==> src/rtl/regfile_write_arbiter.sv <==
// Two-requester round-robin arbiter for the register-file write port, with a
// registered write stage and a per-register pending-write scoreboard.
module regfile_write_arbiter #(
  parameter int DATA_WIDTH = 32,
  parameter int ADDR_WIDTH = 5
) (
  input  logic                       clock,
  input  logic                       reset,
  input  logic                       req_a_valid,
  input  logic [ADDR_WIDTH-1:0]      req_a_address,
  input  logic [DATA_WIDTH-1:0]      req_a_data,
  output logic                       req_a_ready,
  input  logic                       req_b_valid,
  input  logic [ADDR_WIDTH-1:0]      req_b_address,
  input  logic [DATA_WIDTH-1:0]      req_b_data,
  output logic                       req_b_ready,
  input  logic                       reserve_valid,
  input  logic [ADDR_WIDTH-1:0]      reserve_address,
  output logic [(2**ADDR_WIDTH)-1:0] pending,
  output logic                       write_enable,
  output logic [ADDR_WIDTH-1:0]      write_address,
  output logic [DATA_WIDTH-1:0]      write_data_in
);

  localparam int   NUM_REGS = 2**ADDR_WIDTH;
  localparam logic GRANT_A  = 1'b0;
  localparam logic GRANT_B  = 1'b1;

  logic                  last_grant_reg;
  logic                  write_enable_reg;
  logic [ADDR_WIDTH-1:0] write_address_reg;
  logic [DATA_WIDTH-1:0] write_data_reg;
  logic [NUM_REGS-1:0]   pending_reg;
  logic [NUM_REGS-1:0]   pending_next;
  logic [NUM_REGS-1:0]   set_vec;
  logic [NUM_REGS-1:0]   clr_vec;

  logic                  grant_a;
  logic                  grant_b;
  logic                  transfer;
  logic [ADDR_WIDTH-1:0] win_address;
  logic [DATA_WIDTH-1:0] win_data;

  // Ready is a function of the valids and last_grant only; gating with reset
  // keeps both low while reset is held, whatever last_grant currently holds.
  always_comb begin
    grant_a     = reset && req_a_valid && (!req_b_valid || (last_grant_reg == GRANT_B));
    grant_b     = reset && req_b_valid && (!req_a_valid || (last_grant_reg == GRANT_A));
    transfer    = grant_a || grant_b;
    win_address = grant_a ? req_a_address : req_b_address;
    win_data    = grant_a ? req_a_data    : req_b_data;
  end

  assign req_a_ready = grant_a;
  assign req_b_ready = grant_b;

  // Register 0 never gets a set bit, so pending[0] stays at its reset value 0.
  genvar gi;
  generate
    for (gi = 0; gi < NUM_REGS; gi++) begin : g_score
      assign set_vec[gi] = (gi != 0) && reserve_valid &&
                           (reserve_address == ADDR_WIDTH'(gi));
      assign clr_vec[gi] = transfer && (win_address == ADDR_WIDTH'(gi));
    end
  endgenerate

  // A same-edge reservation outranks the clear: it belongs to a newer writer.
  assign pending_next = (pending_reg & ~clr_vec) | set_vec;

  always_ff @(posedge clock or negedge reset) begin
    if (!reset) begin
      last_grant_reg    <= GRANT_B;
      write_enable_reg  <= 1'b0;
      write_address_reg <= '0;
      write_data_reg    <= '0;
      pending_reg       <= '0;
    end else begin
      if (req_a_valid && req_b_valid) begin
        last_grant_reg <= grant_a ? GRANT_A : GRANT_B;
      end
      write_enable_reg <= transfer && (win_address != '0);
      if (transfer) begin
        write_address_reg <= win_address;
        write_data_reg    <= win_data;
      end
      pending_reg <= pending_next;
    end
  end

  assign write_enable  = write_enable_reg;
  assign write_address = write_address_reg;
  assign write_data_in = write_data_reg;
  assign pending       = pending_reg;

endmodule
==> config.mk <==
export PLATFORM = sky130hd
export DESIGN_NAME = regfile_write_arbiter
export DESIGN_NICKNAME = d
export VERILOG_FILES = /design/src/rtl/regfile_write_arbiter.sv
export SDC_FILE = /design/constraint.sdc
export NUM_CORES = 1
export LEC_CHECK = 0
export BUFFER_PORTS_ARGS = -buffer_cell sky130_fd_sc_hd__buf_2
export CAP_MARGIN = 25
export CORE_ASPECT_RATIO = 0.75
export CORE_MARGIN = 5
export CORE_UTILIZATION = 53
export CTS_BUF_LIST = sky130_fd_sc_hd__clkbuf_2 sky130_fd_sc_hd__clkbuf_4 sky130_fd_sc_hd__clkbuf_8
export DETAILED_ROUTE_END_ITERATION = 7
export GPL_ROUTABILITY_DRIVEN = 0
export PLACE_DENSITY_LB_ADDON = 0.3
export SLEW_MARGIN = 20
export SYNTH_ARGS = -nofsm -noshare
export SYNTH_HDL_FRONTEND = slang
export SYNTH_SLANG_ARGS = --single-unit
==> constraint.sdc <==
create_clock -name clock -period 5.35 [get_ports clock]
set_clock_uncertainty 0.15 [all_clocks]
set_input_delay 0.8025 -clock clock [delete_from_list [all_inputs] [get_ports clock]]
set_output_delay 0.8025 -clock clock [all_outputs]
set_load 0.05 [all_outputs]
==> impl_metrics.tcl <==
set metrics [dict create \
    fin_crit_sh 0.685 \
    fin_tns_setup_ps 0 \
    slew_headroom 0.396 \
    p_leak_nw 2.16 \
    grt_pass1_vias 3313 \
    dr.pass1.iters 5 \
    r2r-start "last_grant_reg$_DFFE_PN1P_" \
    post_cts_resized 0 \
    wire_per_inst_um 17.3 \
    met1_length_um 4770 \
    async_flop_share 1.00 \
    die_w_um 106 \
    p_total_mw 1.70 \
    route.met2.wl_um 4940 \
    via_per_inst 6.03 \
    ant_nets 0 \
    antenna_found_initial 0 \
    fillCellCount 558 \
    dieHeight_um 82.0 \
    clockBufferDepth 2 \
    antenna_cells 0 \
    peakVddDrop_uv 243 \
    drv_slew 0 \
    worstSkewPairLatency_ps 340 \
    io_pins 156 \
    crit_type "in2out" \
    rsz0062_at_grt "no" \
    syn_area_um2 3670 \
    cts_max_level 3 \
    drc 0 \
    clock_sinks 71 \
    synth_fp_nets 477 \
    io_buffers 155 \
    synth_edf_count 0 \
    period_needed_ps 3660 \
    drv_cap 0 \
    status "finished, final reports clean" \
    clkTransAtPathRegs_ps 80 \
    clock.fmax_ghz 0.273 \
    wl_met3_um 1050 \
    yosysWarnings 0 \
    dp.final_hpwl_um 8070 \
    cp-end-kind "output pin" \
    cts_buffers 9 \
    vias 3776 \
    drt_iter0_markers 306 \
    hold_slack_ps 277 \
    required_ps 4400 \
    critPathMaxFanout 45 \
    grt_pass1_wl_um 16600 \
    grt_max_degree 56 \
    grt_usage 0.239 \
    finalSetupViolCount 0 \
    crit_path_start_kind "input pin" \
    clockRootBuffer "clkbuf_8" \
    synthFlopType "dfrtp_1" \
    synth-seq-cells 71 \
    hold_viol_final 0 \
    powerDensity_nw_per_um2 364 \
    post_cts.repair.setup_buffers 0 \
    routed_wirelength_um 10900 \
    rows 26 \
    worst_slew_pin_slew_ps 905 \
    netlist_instances 393 \
    grt.overflow.total 0 \
    ys_seq_area_frac 0.485 \
    core_area_um2 6770 \
    synth.distinct_cells 45 \
    holdBufCountCts 0 \
    top_layer_used "met4" \
    fin_nets 621 \
    cts_tree "done" \
    layout-drive-gt1-share 0.345 \
    syn_area_per_cell_um2 9.33 \
    holdCritPathClass "in2async" \
    die_area_um2 8700 \
    area_delta_synth_final_pct 27.4 \
    worstPathArrival_ps 2710 \
    start_util 0.542 \
    cp-startpoint "reset" \
]
==> final timing paths <==
check	end	slack, ps	cells after the start
worst max register to register	pending[17]$_DFF_PN0_	3060	5
worst max-delay path	req_a_ready	1690	6
worst min-delay path	pending[8]$_DFF_PN0_	280	1
worst min register to register	pending[20]$_DFF_PN0_	340	1
min in group clock	pending[20]$_DFF_PN0_	340	1
max in group asynchronous	pending[1]$_DFF_PN0_	3740	2
==> cell usage in the layout, fill, tap and decap left out, types with 11 or more instances in the layout <==
cell,instances
a211o_1,11
buf_2,154
dfrtp_1,70
inv_1,20
nand2_1,15
nor2_1,75
nor3_1,12
nor4_1,12
o221ai_1,12
o22ai_1,48
o2bb2ai_1,12
==> per-layer routing <==
metal	GRT usage	vias to the layer above
met3	0.0566	13
li1	-	1769
met4	0.0530	0
met1	0.348	1808
met5	0	-
met2	0.363	186
==> synth_stat cells, drive strengths merged, types with 2 or more instances <==
| cell | number | area share |
|---|---|---|
| a211o | 11 | 0.026 |
| and4 | 2 | 0.0048 |
| a31oi | 4 | 0.0068 |
| dfrtp | 70 | 0.48 |
| o221ai | 12 | 0.029 |
| o22ai | 48 | 0.082 |
| a2bb2oi | 2 | 0.0065 |
| or4 | 4 | 0.0082 |
| nor3 | 12 | 0.016 |
| nand2b | 7 | 0.012 |
| buf | 19 | 0.025 |
| nor4 | 12 | 0.020 |
| inv | 20 | 0.020 |
| a211oi | 7 | 0.017 |
| clkbuf | 8 | 0.0082 |
| o2111a | 5 | 0.015 |
| o2bb2ai | 12 | 0.029 |
| nand2 | 15 | 0.015 |
| nor2b | 8 | 0.014 |
| or4bb | 3 | 0.0092 |
| and2 | 2 | 0.0034 |
| o211ai | 2 | 0.0041 |
| a21oi | 2 | 0.0027 |
| nand3 | 2 | 0.0027 |
| nor2 | 76 | 0.078 |
| o211a | 7 | 0.019 |
| or2 | 4 | 0.0068 |
| nand4b | 3 | 0.0072 |
| o21ai | 3 | 0.0041 |
==> area by class of cell <==
class / count / area, µm² / share of cell area
Clock inverter: 6 / 67.6 / 0.0145
Multi-Input combinational cell: 274 / 1690 / 0.363
Tap cell: 84 / 105 / 0.0225
Inverter: 21 / 78.8 / 0.0169
Timing Repair Buffer: 160 / 816 / 0.175
Clock buffer: 10 / 131 / 0.0281
Sequential cell: 71 / 1780 / 0.381
==> where the power goes <==
part	internal [mW]	switching (mW)
clock network	0.223	0.205
logic	0.148	0.463
registers	0.619	0.0438
total	0.990	0.711
==> critical path, cell delays in order <==
cell	delay [ps]
buf_4	420
nand2_1	100
buf_4	240
or2_2	570
inv_1	240
buf_2	300
==> through the flow <==
stage	instance area (µm²)	utilization	setup slack (ps)	cells
after floorplan	3670	-	2730	393
after global routing	4670	0.690	1450	626
final	4670	0.690	1690	626
after global placement	4470	0.661	1360	610
after CTS	4670	0.690	1680	626
after detailed placement	4470	0.661	1670	610
==> cell families after synthesis <==
family          after synthesis  share of synthesized area
compound gates              120                      0.254
simple gates                154                      0.207
flops                        71                      0.485
buf+inv                      48                     0.0543
(Power assumes the default switching activity.)
